--- src/rtl/reg_seq_pkg.sv ---
// rtl/reg_seq_pkg.sv - shared states and constants for the register-list sequencer
package reg_seq_pkg;

    typedef enum logic [2:0] {
        IDLE = 3'd0,
        CALC = 3'd1,
        XFER = 3'd2,
        LWR  = 3'd3,
        WB   = 3'd4,
        DONE = 3'd5
    } state_t;

    localparam logic [3:0] PC_IDX     = 4'd15;
    localparam int         WORD_BYTES = 4;

    // Byte span covered by a list holding count registers.
    function automatic logic [6:0] list_span(input logic [4:0] count);
        return {count, 2'b00};
    endfunction

endpackage

--- src/rtl/reg_list_prio.sv ---
// rtl/reg_list_prio.sv - lowest-set-bit encoder and popcount over a 16-bit register list
module reg_list_prio (
    input  logic [15:0] list,
    output logic [3:0]  low_idx,
    output logic        any,
    output logic [4:0]  count
);

    always_comb begin
        low_idx = 4'd0;
        count   = 5'd0;
        // Scanning downwards leaves the lowest set index as the final assignment.
        for (int i = 15; i >= 0; i--) begin
            if (list[i]) begin
                low_idx = 4'(i);
            end
            count = count + 5'(list[i]);
        end
    end

    assign any = |list;

endmodule

--- src/rtl/reg_list_sequencer.sv ---
// rtl/reg_list_sequencer.sv - LDM/STM register-list transfer engine; base writeback under REG_SEQ_BASE_WB_EN
module reg_list_sequencer
    import reg_seq_pkg::*;
#(
    parameter int AW = 32,
    parameter int DW = 32
) (
    input  logic          clk,
    input  logic          rst,
    input  logic          start,
    input  logic          is_load,
    input  logic [15:0]   reg_list,
    input  logic [AW-1:0] base,
    input  logic [3:0]    rn,
    input  logic          pre,
    input  logic          up,
    input  logic          wb,
    output logic          busy,
    output logic          done,
    output logic          err,
    output logic          mem_req,
    output logic          mem_we,
    output logic [AW-1:0] mem_addr,
    output logic [DW-1:0] mem_wdata,
    input  logic          mem_ready,
    input  logic [DW-1:0] mem_rdata,
    output logic [3:0]    r_addr,
    input  logic [DW-1:0] r_data,
    output logic [3:0]    w_addr,
    output logic [DW-1:0] w_data,
    output logic          write_reg,
    output logic          write_pc,
    output logic [DW-1:0] pc_data
);

    state_t        state_q, state_d;
    logic          is_load_q, is_load_d;
    logic          pre_q, pre_d;
    logic          up_q, up_d;
    logic          err_q, err_d;
    logic [15:0]   list_q, list_d;
    logic [AW-1:0] addr_q, addr_d;
    logic [3:0]    cur_q, cur_d;
    logic [DW-1:0] rdata_q, rdata_d;

    logic [3:0]    low_idx;
    logic          any_left;
    logic [4:0]    count;
    logic [AW-1:0] span;
    logic [AW-1:0] word;

    reg_list_prio u_prio (
        .list    (list_q),
        .low_idx (low_idx),
        .any     (any_left),
        .count   (count)
    );

    assign span = AW'(list_span(count));
    assign word = AW'(WORD_BYTES);

`ifdef REG_SEQ_BASE_WB_EN
    logic [3:0]    rn_q, rn_d;
    logic [AW-1:0] fin_q, fin_d;
    logic          wb_go_q, wb_go_d;

    // A loaded Rn wins over the written-back address, so the decision is made at accept.
    always_comb begin
        rn_d    = rn_q;
        fin_d   = fin_q;
        wb_go_d = wb_go_q;
        if (state_q == IDLE && start) begin
            rn_d    = rn;
            wb_go_d = wb && !(is_load && reg_list[rn]);
        end
        if (state_q == CALC) begin
            fin_d = up_q ? addr_q + span : addr_q - span;
        end
    end

    always_ff @(posedge clk or posedge rst) begin
        if (rst) begin
            rn_q    <= 4'd0;
            fin_q   <= '0;
            wb_go_q <= 1'b0;
        end else begin
            rn_q    <= rn_d;
            fin_q   <= fin_d;
            wb_go_q <= wb_go_d;
        end
    end
`else
    logic unused_wb_cmd;
    assign unused_wb_cmd = ^{wb, rn};
`endif

    always_comb begin
        state_d   = state_q;
        is_load_d = is_load_q;
        pre_d     = pre_q;
        up_d      = up_q;
        err_d     = err_q;
        list_d    = list_q;
        addr_d    = addr_q;
        cur_d     = cur_q;
        rdata_d   = rdata_q;

        busy      = (state_q != IDLE);
        done      = 1'b0;
        err       = 1'b0;
        mem_req   = 1'b0;
        mem_we    = 1'b0;
        mem_addr  = '0;
        mem_wdata = '0;
        r_addr    = 4'd0;
        w_addr    = 4'd0;
        w_data    = '0;
        write_reg = 1'b0;
        write_pc  = 1'b0;
        pc_data   = '0;

        case (state_q)
            IDLE: begin
                if (start) begin
                    is_load_d = is_load;
                    pre_d     = pre;
                    up_d      = up;
                    list_d    = reg_list;
                    addr_d    = base;
                    err_d     = 1'b0;
                    state_d   = CALC;
                end
            end
            CALC: begin
                if (count == 5'd0) begin
                    err_d   = 1'b1;
                    state_d = DONE;
                end else begin
                    // Beats always climb, so descending modes start at the bottom of the block.
                    if (up_q) begin
                        addr_d = pre_q ? addr_q + word : addr_q;
                    end else begin
                        addr_d = pre_q ? addr_q - span : addr_q - span + word;
                    end
                    state_d = XFER;
                end
            end
            XFER: begin
                if (!any_left) begin
`ifdef REG_SEQ_BASE_WB_EN
                    state_d = wb_go_q ? WB : DONE;
`else
                    state_d = DONE;
`endif
                end else begin
                    mem_req  = 1'b1;
                    mem_we   = !is_load_q;
                    mem_addr = addr_q;
                    if (!is_load_q) begin
                        r_addr    = low_idx;
                        mem_wdata = r_data;
                    end
                    if (mem_ready) begin
                        list_d[low_idx] = 1'b0;
                        addr_d          = addr_q + word;
                        cur_d           = low_idx;
                        rdata_d         = mem_rdata;
                        if (is_load_q) begin
                            state_d = LWR;
                        end
                    end
                end
            end
            LWR: begin
                if (cur_q == PC_IDX) begin
                    write_pc = 1'b1;
                    pc_data  = {rdata_q[DW-1:2], 2'b00};
                end else begin
                    write_reg = 1'b1;
                    w_addr    = cur_q;
                    w_data    = rdata_q;
                end
                state_d = XFER;
            end
`ifdef REG_SEQ_BASE_WB_EN
            WB: begin
                write_reg = 1'b1;
                w_addr    = rn_q;
                w_data    = fin_q;
                state_d   = DONE;
            end
`endif
            DONE: begin
                done    = 1'b1;
                err     = err_q;
                state_d = IDLE;
            end
            default: begin
                state_d = IDLE;
            end
        endcase
    end

    always_ff @(posedge clk or posedge rst) begin
        if (rst) begin
            state_q   <= IDLE;
            is_load_q <= 1'b0;
            pre_q     <= 1'b0;
            up_q      <= 1'b0;
            err_q     <= 1'b0;
            list_q    <= 16'd0;
            addr_q    <= '0;
            cur_q     <= 4'd0;
            rdata_q   <= '0;
        end else begin
            state_q   <= state_d;
            is_load_q <= is_load_d;
            pre_q     <= pre_d;
            up_q      <= up_d;
            err_q     <= err_d;
            list_q    <= list_d;
            addr_q    <= addr_d;
            cur_q     <= cur_d;
            rdata_q   <= rdata_d;
        end
    end

endmodule

--- config.mk ---
export PLATFORM = sky130hd
export DESIGN_NAME = reg_list_sequencer
export DESIGN_NICKNAME = d
export VERILOG_FILES = /design/src/rtl/reg_seq_pkg.sv /design/src/rtl/reg_list_prio.sv /design/src/rtl/reg_list_sequencer.sv
export SDC_FILE = /design/constraint.sdc
export NUM_CORES = 1
export LEC_CHECK = 0
export ABC_AREA = 0
export ABC_CLOCK_PERIOD_IN_PS = 8000
export CAP_MARGIN = 40
export CORE_MARGIN = 8
export CORE_UTILIZATION = 30
export DETAILED_ROUTE_END_ITERATION = 16
export PLACE_DENSITY_LB_ADDON = 0.15
export SYNTH_ARGS = -nofsm -noshare
export SYNTH_HDL_FRONTEND = slang
export SYNTH_SLANG_ARGS = --single-unit
export TNS_END_PERCENT = 100
--- constraint.sdc ---
create_clock -name clk -period 8 [get_ports clk]
set_clock_uncertainty 0.1 [all_clocks]
set_input_delay 1.2 -clock clk [delete_from_list [all_inputs] [get_ports clk]]
set_output_delay 1.2 -clock clk [all_outputs]
set_load 0.02 [all_outputs]
After elaboration in Yosys (flattened, before gate mapping) --
Cells that the tools add are included.
Word-level totals: register bits after elaboration 91, bits of input ports 124, output and inout port bits 143, logic and storage cells 122
Cells by class: add/subtract/negate cells 18, $lt $le $gt $ge 2, eq/ne operators 13, multiplexer cells 63, bitwise gates (word level) 2, reduce and logical (&&, ||, !) cells 15
Operators with widths (number):
- $mux 32 | 16
- $pmux 32 s3 | 1
- $mux 4 | 21
- $add 5x1->5 | 14
- $add 32x3->32 const B | 2
- $mux 16 | 3
- $pmux 16 s2 | 1
- $sub 32x7->32 | 1
- $and 16x16->16 | 1
- $not 16->16 | 1
- $reduce_or 16->1 | 1
- $mux 3 | 5
- $mux 1 | 13
- $pmux 3 s4 | 1
- $ne 2x2->1 const B | 5
- $ne 3x3->1 const B | 3
- $reduce_and 3->1 | 3
- $eq 3x2->1 const B | 2
- $reduce_and 6->1 | 1
- $reduce_bool 3->1 | 2
- $logic_not 5->1 | 1
- $lt 4x5->1 const B | 1
- $demux 1 s4 | 1
- $eq 4x4->1 const B | 1
- 11 further kinds | 12

Longest topological paths before layout --
Gate-level depths: netlist of run 1.
depth in word-level cells 25, mapped depth 25, mapped depth without buffers 23

By module --
From an unflattened synthesis of run 1, not the netlist that was laid out.
Unflattened totals: cells, all modules 973, area, all modules 7857.5 µm²
By module, submodules not included:
- reg_list_sequencer | times used 1, cells an instance 900, area an instance 7262.0 µm², sequential area each 2277.2 µm²
- reg_list_prio | times used 1, cells an instance 73, area an instance 595.6 µm², sequential area each 0.0 µm²

Least setup slack after synthesis of run 1 --
OpenSTA, ideal clock, no wires.
path kind flip-flop to flip-flop, start register list_q[14], end register addr_q[31], setup time 80 ps, arrival time 6211 ps, required time 7820 ps, setup slack 1609 ps, stages on the path, launching flop included 22, path buffers 1, clock period less this slack 6391 ps, path through dfrtp_1 -> inv_1 -> ha_1 -> inv_1 -> fa_1 -> fa_1 -> fa_1 -> fa_1 -> fa_1 -> fa_1 -> inv_1 -> fa_1 -> xnor2_1 -> xnor2_1 -> or4_1 -> a211oi_2 -> and4_1 -> buf_4 -> o211ai_4 -> or2_1 -> o311a_1 -> nor3_2
Between the ends: longest elaborated chain between the ends 21, elaborated cells on any way between the ends 26, those cells by class 17 x add/sub; 2 x eq/ne; 4 x mux; 3 x reduce/logical
Ends and longest elaborated chain:
- start, declared | RTL line reg_list_sequencer.sv:41 | logic [15:0] list_q, list_d;
- start signal, assigned | RTL line reg_list_sequencer.sv:221 | list_q <= list_d;
- $add 1x1->2 | RTL line reg_list_prio.sv:17 | count = count + 5'(list[i]);
- $add 5x1->5 (14 in series) | RTL line reg_list_prio.sv:17
- $sub 32x7->32 | RTL line reg_list_sequencer.sv:143 | addr_d = pre_q ? addr_q - span : addr_q - span + word;
- $add 32x3->32 | RTL line reg_list_sequencer.sv:143
- $mux 32 | RTL line reg_list_sequencer.sv:143
- $mux 32 | RTL line reg_list_sequencer.sv:140 | if (up_q) begin
- $mux 32 | RTL line reg_list_sequencer.sv:135 | if (count == 5'd0) begin
- $pmux 32 s3 | RTL line reg_list_sequencer.sv:122 | case (state_q)
- end signal, assigned | RTL line reg_list_sequencer.sv:222 | addr_q <= addr_d;
- end, declared | RTL line reg_list_sequencer.sv:42 | logic [AW-1:0] addr_q, addr_d;
Several ways; a longest one is shown, not always the timed one. The select of a mux whose other input is x is not followed. A chain may end at the register's enable or synchronous reset.

Worst setup path in the final report of run 1 --
start register list_q[15], end register addr_q[21]
The elaborated chain is that of the path after synthesis.

==> results of run 1 <==
==> sequential cells by signal, indices dropped and copies added (netlist names) <==
signal	count
addr_q	32
cur_q	4
err_q	1
is_load_q	1
list_q	16
pre_q	1
rdata_q	32
state_q	3
up_q	1
==> area by class of cell <==
cell class,count,share of cell area [%]
Inverter,43,1.40
Multi-Input combinational cell,858,49.2
Clock buffer,9,1.92
Sequential cell,91,19.4
Timing Repair Buffer,277,23.4
Clock inverter,7,0.629
Tap cell,384,4.09
==> path summary, 6_finish.rpt <==
path	startpoint	slack, ns	to
hold reg to reg	addr_q[0]	0.37	addr_q[0]
max in group asynchronous	rst	5.73	addr_q[8]
setup / recovery	list_q[15]	0.74	addr_q[21]
setup reg to reg	list_q[15]	0.74	addr_q[21]
min in group asynchronous	rst	1.05	rdata_q[31]
hold / removal	addr_q[0]	0.37	addr_q[0]
==> metrics by stage <==
stage,cells,hold slack (ns),setup WS (ns),utilization (%),cell area [um2]
floorplan,1076,0.330,1.61,-,8570
detailed placement,1653,0.351,0.760,40.3,11400
global placement,1651,0.344,0.886,40.2,11400
CTS,1669,0.369,0.722,41.3,11700
global route,1669,0.383,0.289,41.3,11700
finish,1669,0.367,0.744,41.3,11700
==> logic make-up (layout without fill, tap and decap cells) <==
kind of cell | count (synthesis) | after routing
fa+ha+maj | 25 | 25
compound gates | 257 | 257
mux | 47 | 47
other cells | 1 | 2
flops | 91 | 91
buf+inv | 127 | 336
simple gates | 484 | 484
xor+xnor | 43 | 43
==> cells in the final DEF (no fill, tap or decap), types with 6 or more instances in the layout <==
master / n
and3_1: 39
mux2i_1: 10
or3_1: 16
and2_1: 109
a221oi_1: 6
dfrtp_1: 91
fa_1: 11
o22ai_1: 7
nand3_1: 33
buf_4: 17
a31oi_1: 9
inv_1: 42
ha_1: 13
xnor2_1: 32
nand2_1: 97
a22oi_1: 15
a21o_1: 6
nor2_1: 62
nor3_1: 44
nor2b_1: 9
o21ai_0: 66
a22o_1: 11
clkdlybuf4s50_1: 259
nor4_1: 14
a21oi_1: 46
mux2_2: 35
nand2b_1: 16
xor2_1: 10
o211ai_1: 8
o31ai_1: 6
nand4_1: 8
clkbuf_16: 9
==> critical path: stages, from the launching register on <==
cell and delay [ns]:
dfrtp_1 0.41, inv_1 0.08, ha_1 0.28, inv_1 0.05, fa_1 0.45, fa_1 0.49
fa_1 0.56, fa_1 0.43, fa_1 0.41, fa_1 0.55, inv_1 0.07, fa_1 0.46
inv_1 0.09, maj3_2 0.25, o211ai_1 0.15, a21oi_1 0.52, nor2_1 0.23, o22ai_1 0.47
o2111ai_1 0.40, nor3_1 0.35, xnor2_1 0.18, o221ai_1 0.15
==> metal layers <==
layer / up-vias / GRT usage, %
met4: 0 / 5.28
met2: 304 / 30.1
li1: 4268 / -
met1: 4214 / 25.3
met5: - / 0
met3: 30 / 3.47
==> summary.txt, run 1 <==
CTS
  • Post-CTS setup repair buffer count: 0
  • Post-CTS resize count: 0
  • CTS tree: done
  • Worst-skew pair later-pin latency: 0.36 ns
  • Hold-fix buffers at CTS: 0
  • Clk buf depth: 2
  • Clk sink count: 91
  • CTS root buf: clkbuf_16
  • CTS buffer count: 9
  • Clock transition at the registers of the reported paths: 0.08 ns
  • H-tree Lvls: 3

Critical path
  • FF-to-FF path depth: 21
  • WP data required: 8.14 ns
  • CP Max Fanout: 7
  • Critical path class: flip-flop to flip-flop
  • Startpoint Class: flip-flop
  • WP data arrival: around 7.4 ns
  • CP Capture Type: flip-flop

Yosys
  • Largest area contributor in the netlist: dfrtp_1
  • Commonest cells in the netlist: and2_1, nand2_1, dfrtp_1, o21ai_0, clkbuf_1
  • Synth Instances: 1075
  • XOR/XNOR Fraction of Synth Area: 4.48%
  • Adder-cell share of the synthesized area: 4.60%
  • Simple-gate portion of the synthesized area: ~31%
  • Post-synthesis mux area share: 6.20%
  • Synthesized area: 0.00857 mm2
  • Syn_area_per_cell: 7.97 um2
  • Primary FF master, synth: dfrtp_1
  • Post-synth EDFFs: 0
  • Top-area cell type share of the netlist area: about a quarter
  • Synth top area cells: dfrtp_1, and2_1, mux2_2
  • Yosys cell types: 100
  • Synth Area in Compound Gates: 21.3%
  • Seq cells post-synth: 91
  • Largest family of logic cells by synthesized area: simple AND/OR/NAND/NOR gates
  • Post-synth ARST share: 100%
  • Share of the yosys chip area belonging to registers: 26.6%
  • Syn. warnings: 0
  • Most common cell in the netlist: and2_1

Timing
  • Setup TNS: 0 ns
  • Tightest Pin Transition: 0.787 ns
  • Final number of max-transition violations: 0
  • Endpoints failing hold: 0
  • RSZ-0062 raised after global routing: no
  • F_max: 138 MHz
  • Final period utilization: between 90% and 100%
  • Setup violations, final: 0
  • Worst slew margin: between 40% and 50%
  • Post-layout min period: 7.26 ns

Cells and area
  • Total area of sequential cells: 0.00228 mm2
  • ANT cells: 0
  • Footprint of the multi-input gates: 0.00577 mm2
  • Area Growth Syn to Fin: 36.9%
  • Final #Nets: 1428
  • Fill count: 2936
  • Fraction of layout cells with a size suffix above 1: 8.25%

Drt
  • Iteration-0 DRC Markers: 566
  • DRC: 0
  • Final WL: 32900 um
  • Number of vias in the routed layout: approximately 8800
  • Avg WL per Cell: between 15 and 20 um
  • Vias per std cell: between 5 and 6
  • Wire length on met3: 1950 um
  • Met1 WL: ~15000 um
  • First drt pass iteration count: 6
  • Top Metal Used: met4
  • ANT nets after route: 0
  • Met2 routed WL: 15300 um

Floorplan
  • IO Pins: 267
  • Die area: 0.0342 mm2
  • Die X: around 190 um
  • Initial Utilization: 30.2%
  • Std-Cell Rows: 62
  • Core ar.: 0.0284 mm2
  • Die Height: 185 um

Global route
  • Vias in the first global route: 8591
  • GRT Total Usage: 18.7%
  • Gr ovfl total: 0
  • First-pass GRT wire length: approximately 50000 um
  • Pin count of the biggest net entering global routing: a little under 50
  • Antenna violations before repair: 0

Hold path
  • Worst Hold Path Cells: 2
  • Min-delay worst type: flip-flop to flip-flop

Placement
  • HPWL after DPL: 25000 um
  • I/O Buffers: about 260
  • GP Congestion: ~0.85

Outcome
  • Status: completed

Run
  • Number of max-cap violations: 0
Power of run 1 is not shown: default switching activity piles up to over one toggle a cycle in this logic, so the estimate is an artifact.
==> run 2, diff against run 1 <==
--- a/config.mk
+++ b/config.mk
@@ -14,5 +14,6 @@
 export PLACE_DENSITY_LB_ADDON = 0.15
 export SYNTH_ARGS = -nofsm -noshare
 export SYNTH_HDL_FRONTEND = slang
+export SYNTH_HIERARCHICAL = 1
 export SYNTH_SLANG_ARGS = --single-unit
 export TNS_END_PERCENT = 100
==> run 2 against run 1 <==
Against the previous run:
- die area fell by 7.6%
- cell area fell by 5.9%
- cell count fell by 8.6%
- routed wire length fell by 13%
- non-clock buffer count fell by 1
- utilization rose by 1.3 points
- largest cell class unchanged
- clock-buffer cell count rose by 1
- first-iteration DRC count fell by 13%
- register-to-register slack improved by 0.06 ns
==> summary.txt, run 2 <==
Outcome
  • Status: completed

Hold path
  • Hold Crit Start: rdata_q[0]
  • Worst Hold Path Cells: 1
  • Min-delay worst type: flip-flop to flip-flop
  • Worst hold path endpoint: rdata_q[0]

CTS
  • Worst-skew pair later-pin latency: 0.36 ns
  • Clock transition at the registers of the reported paths: 0.07 ns
  • CTS root buf: clkbuf_16
  • Clk sink count: 91
  • Hold-fix buffers at CTS: 0
  • Post-CTS resize count: 0
  • CTS buffer count: 9
  • CTS tree: done
  • Post-CTS setup repair buffer count: 0
  • Clk buf depth: 2
  • H-tree Lvls: 3

Floorplan
  • Die area: 0.0316 mm2
  • Die Height: around 180 um
  • Initial Utilization: 30.3%
  • IO Pins: 267
  • Die X: 178 um
  • Std-Cell Rows: 59
  • Core ar.: approximately 0.026 mm2

Yosys
  • Adder-cell share of the synthesized area: 4.87%
  • Yosys cell types: around 80
  • Synthesized area: 0.00786 mm2
  • Post-synth EDFFs: 0
  • Synth top area cells: dfrtp_1, and2_1, mux2_2
  • Largest family of logic cells by synthesized area: simple AND/OR/NAND/NOR gates
  • Synth Area in Compound Gates: about 17%
  • Post-synthesis mux area share: 6.78%
  • Seq cells post-synth: 91
  • Commonest cells in the netlist: and2_1, nand2_1, dfrtp_1, o21ai_0, clkbuf_1
  • Top-area cell type share of the netlist area: around 29%
  • XOR/XNOR Fraction of Synth Area: 6.46%
  • Post-synth ARST share: 100%
  • Primary FF master, synth: dfrtp_1
  • Syn. warnings: 6
  • Simple-gate portion of the synthesized area: 30.1%
  • Share of the yosys chip area belonging to registers: 29.0%
  • Synth Instances: 973
  • Most common cell in the netlist: and2_1
  • Syn_area_per_cell: just over 8 um2
  • Largest area contributor in the netlist: dfrtp_1

Critical path
  • CP Capture Type: flip-flop
  • Reg2reg start: list_q[5]
  • WP data required: 8.14 ns
  • Reg-to-reg endpoint: addr_q[27]
  • CP Max Fanout: 8
  • Critical path class: flip-flop to flip-flop
  • FF-to-FF path depth: 22
  • WP data arrival: 7.33 ns
  • Startpoint Class: flip-flop
  • Reg2Reg Setup Slack: 0.81 ns

Timing
  • Final number of max-transition violations: 0
  • Final hold slack: 0.403 ns
  • Worst slew margin: 38.7%
  • Setup violations, final: 0
  • RSZ-0062 raised after global routing: no
  • Setup TNS: 0 ns
  • Tightest Pin Transition: 0.912 ns
  • Final period utilization: 89.9%
  • F_max: 139 MHz
  • Post-layout min period: 7.19 ns
  • Endpoints failing hold: 0

Placement
  • I/O Buffers: ~260
  • GP Congestion: slightly above 0.8
  • HPWL after DPL: 21600 um
  • Area after DPL: 0.0107 mm2

Cells and area
  • ANT cells: 0
  • Fraction of layout cells with a size suffix above 1: 8.31%
  • Final Cell Area: 0.0110 mm2
  • Biggest regs: addr_q x32, rdata_q x32, list_q x16
  • Leading cell type in the layout, fill and taps excluded: clkdlybuf4s50_1
  • Final #Nets: 1334
  • Most frequent cells in the layout: clkdlybuf4s50_1, and2_1, nand2_1, dfrtp_1, o21ai_0
  • Area Growth Syn to Fin: 40.5%

Run
  • Number of max-cap violations: 0

Global route
  • Gr ovfl total: 0
  • Pin count of the biggest net entering global routing: 65
  • GRT Total Usage: 17.7%
  • Vias in the first global route: between 7000 and 8000
  • First-pass GRT wire length: 44600 um
  • Antenna violations before repair: 0

Drt
  • ANT nets after route: 0
  • Avg WL per Cell: 18.6 um
  • Iteration-0 DRC Markers: 491
  • DRC: 0
  • First drt pass iteration count: 5
  • Vias per std cell: 5.16
  • Final WL: 28500 um
  • Number of vias in the routed layout: 7875
run 2: cell count changes after synthesis, sizes merged, moves of 6 or more:
cell    before  now
a222oi       4   10
mux2        36   42
xor2        11   23
o211ai       9    3
a22oi       15    6
buf         19   12
nand2b      16    7
nand3       33   23
or3         17   11
nor3        45   33
a22o        11    1
a21oi       47   38
run 2: critical path: stages, from the launching register on:
cell      delay (ns)
dfrtp_1         0.46
inv_1           0.11
fa_1            0.58
fa_1            0.44
fa_1            0.53
fa_1            0.40
inv_1           0.07
ha_1            0.15
inv_1           0.05
fa_1            0.39
nor2b_1         0.13
o21a_1          0.15
inv_1           0.05
ha_1            0.41
o211a_1         0.20
a21boi_1        0.53
o21ai_0         0.23
a22oi_1         0.36
nand3_1         0.33
nor3_1          0.67
nand2_1         0.19
or2_0           0.26
a211o_1         0.27
run 2: worst max-delay path by stage:
| stage | start | end | depth (start not counted) |
|---|---|---|---|
| 3_5_place_dp | list_q[5] | addr_q[27] | 22 |
| 3_3_place_gp | list_q[0] | addr_q[27] | 22 |
| 6_report | list_q[5] | addr_q[27] | 22 |
| 2_1_floorplan | list_q[0] | addr_q[27] | 21 |
| 5_1_grt | list_q[0] | addr_q[27] | 21 |
| 4_1_cts | list_q[5] | addr_q[27] | 22 |
run 2: final cells by class:
cell class	count	area, um2
Tap cell	335	419
Clock buffer	10	229
Multi-Input combinational cell	762	5120
Inverter	46	175
Sequential cell	91	2280
Timing Repair Buffer	276	2750
Clock inverter	6	72.6
Fill cell	2625	14900
run 2: stage by stage:
stage	setup slack, ns	util (%)	instances
floorplan	1.71	-	974
global placement	0.897	41.2	1505
detailed placement	0.876	41.4	1510
CTS	0.856	42.6	1526
global route	0.338	42.6	1526
finish	0.807	42.6	1526
run 2: routing by layer:
metal | up-vias | global-route usage [%] | part of all wire [%]
met2 | 246 | 29.6 | 48
li1 | 3837 | - | -
met1 | 3775 | 22.5 | 43
met5 | - | 0 | 0
met4 | 0 | 3.89 | 1.0
met3 | 17 | 4.77 | 7.6
run 2: kinds of logic after synthesis:
group / Yosys count
muxes: 48
adders and majority gates: 24
buffers and inverters: 121
other: 1
and+or+nand+nor: 436
xor gates and xnor gates: 58
DFF: 91
AOI/OAI and AO/OA: 194
Power of run 2 is left out for the same reason.
==> run 3, diff against run 2 <==
--- a/config.mk
+++ b/config.mk
@@ -6,11 +6,12 @@
 export NUM_CORES = 1
 export LEC_CHECK = 0
 export ABC_AREA = 0
-export ABC_CLOCK_PERIOD_IN_PS = 8000
+export ABC_CLOCK_PERIOD_IN_PS = 7500
 export CAP_MARGIN = 40
 export CORE_MARGIN = 8
 export CORE_UTILIZATION = 30
 export DETAILED_ROUTE_END_ITERATION = 16
+export HOLD_SLACK_MARGIN = 0.03
 export PLACE_DENSITY_LB_ADDON = 0.15
 export SYNTH_ARGS = -nofsm -noshare
 export SYNTH_HDL_FRONTEND = slang
==> constraint.sdc (replaced) <==
create_clock -name clk -period 7.5 [get_ports clk]
set_clock_uncertainty 0.1 [all_clocks]
set_input_delay 1.125 -clock clk [delete_from_list [all_inputs] [get_ports clk]]
set_output_delay 1.125 -clock clk [all_outputs]
set_load 0.02 [all_outputs]
==> run 3 against run 2 <==
Against the previous run:
- clock-buffer cell count is 1 lower
- non-clock buffer count is 3 higher
- maximum frequency is 1.3% higher
- worst setup slack worse by 0.41 ns
- die area stayed put
- routed wire length hardly changed
- cell area is 0.54% higher
- global-route usage hardly changed
- register-to-register slack worse by 0.41 ns
==> summary.txt, run 3 (synthesized netlist as in run 2, its figures left out) <==
Drt
  • Avg WL per Cell: 18.6 um
  • Final WL: 28500 um
  • ANT nets after route: 0
  • Vias per std cell: 5.22
  • DRC: 0
  • Number of vias in the routed layout: 7981
  • First drt pass iteration count: 5
  • Iteration-0 DRC Markers: 610

Global route
  • Vias in the first global route: 7894
  • GRT Total Usage: 17.7%
  • Pin count of the biggest net entering global routing: 52
  • Gr ovfl total: 0
  • First-pass GRT wire length: 44500 um
  • Antenna violations before repair: 0

Timing
  • Final number of max-transition violations: 0
  • Tightest Pin Transition: around 0.95 ns
  • RSZ-0062 raised after global routing: yes
  • Final worst slack: between 0.3 and 0.4 ns
  • Worst slew margin: 36.2%
  • Endpoints failing hold: 0
  • Post-layout min period: 7.10 ns
  • Setup violations, final: 0
  • F_max: ~140 MHz
  • Final period utilization: 94.7%

Floorplan
  • Die Height: 178 um
  • Die area: 0.0316 mm2
  • Die X: 178 um
  • Initial Utilization: 30.3%
  • IO Pins: 267
  • Std-Cell Rows: 59
  • Core ar.: 0.0259 mm2

Critical path
  • WP data arrival: 7.24 ns
  • FF-to-FF path depth: 22
  • Critical path class: flip-flop to flip-flop
  • CP Capture Type: flip-flop
  • Startpoint Class: flip-flop
  • Setup crit end: addr_q[20]
  • CP startpoint: list_q[5]
  • Reg-to-reg endpoint: addr_q[20]
  • CP Max Fanout: 8
  • Reg2reg start: list_q[5]
  • WP data required: 7.64 ns
  • Reg2Reg Setup Slack: between 0.3 and 0.4 ns

Cells and area
  • ANT cells: 0
  • Biggest regs: addr_q x32, rdata_q x32, list_q x16
  • Most frequent cells in the layout: clkdlybuf4s50_1, and2_1, nand2_1, dfrtp_1, o21ai_0
  • Fraction of layout cells with a size suffix above 1: ~8.6%
  • Area Growth Syn to Fin: 41.3%
  • Leading cell type in the layout, fill and taps excluded: clkdlybuf4s50_1
  • Final Cell Area: 0.0111 mm2
  • Final #Nets: about 1300

Placement
  • Area after DPL: between 0.01 and 0.015 mm2
  • HPWL after DPL: 21700 um
  • Place WS: 0.486 ns
  • GP Congestion: 0.833
  • I/O Buffers: 259

Hold path
  • Min-delay worst type: flip-flop to flip-flop

CTS
  • CTS buffer count: 9
  • CTS root buf: clkbuf_16
  • Clock transition at the registers of the reported paths: about 0.080 ns
  • Clk buf depth: 2
  • Worst-skew pair later-pin latency: 0.36 ns
  • H-tree Lvls: 3
  • CTS tree: done
  • Clk sink count: between 90 and 100
  • Post-CTS setup repair buffer count: 0

Outcome
  • Status: completed

Run
  • Number of max-cap violations: 0
## run 3: final cells by class
cell class              count  area, um2
inverters                  46        175
well taps                 335        419
multi-input cells         762       5130
clock buffers               9        225
clock inverters             7        106
fillers                  2650      14800
flip-flops and latches     91       2280
repair buffers            279       2770
## run 3: worst min path at each step
| stage | startpoint | end | depth (start not counted) |
|---|---|---|---|
| floorplan | rdata_q[0] | rdata_q[0] | 1 |
| global placement | rdata_q[0] | rdata_q[0] | 1 |
| detailed placement | addr_q[1] | addr_q[1] | 1 |
| CTS | addr_q[1] | addr_q[1] | 1 |
| global route | rdata_q[0] | rdata_q[0] | 1 |
| finish | addr_q[0] | addr_q[0] | 1 |
## run 3: routing by layer
| layer | vias to the layer above | global-route usage, % | share of wire [%] |
|---|---|---|---|
| met4 | 0 | 4.93 | 1.4 |
| met1 | 3815 | 22.1 | 42 |
| li1 | 3852 | - | - |
| met2 | 291 | 29.5 | 49 |
| met3 | 23 | 4.68 | 8.0 |
| met5 | - | 0 | 0 |
## run 3: per-stage QoR
step | utilization (%) | TNS [ns] | cells | hold slack, ns
global route | 42.8 | -0.0237 | 1529 | 0.426
CTS | 42.8 | 0 | 1529 | 0.405
finish | 42.8 | 0 | 1529 | 0.401
global placement | 41.3 | 0 | 1508 | 0.381
floorplan | - | 0 | 974 | 0.371
detailed placement | 41.5 | 0 | 1513 | 0.388
## run 3: worst max-delay path, cell delays in order, from the launching register on
cell	delay, ns
dfrtp_1	0.46
inv_1	0.11
fa_1	0.57
fa_1	0.44
fa_1	0.54
fa_1	0.40
inv_1	0.07
ha_1	0.16
inv_1	0.06
fa_1	0.39
nor2b_1	0.13
o21a_1	0.15
inv_1	0.07
ha_1	0.41
o211a_1	0.19
a21boi_1	0.55
o21ai_0	0.25
a22oi_1	0.41
nand3_1	0.30
a2111oi_0	0.59
xnor2_1	0.22
nor4_1	0.07
a311o_1	0.33
## run 3: timing repair
| action | 4_1_cts | 5_1_grt |
|---|---|---|
| endpoints found under the setup margin | 0 | 1 |
| resized for setup | 0 | 1 |
| hold buffers | 0 | 0 |
Power of run 3 is left out for the same reason.
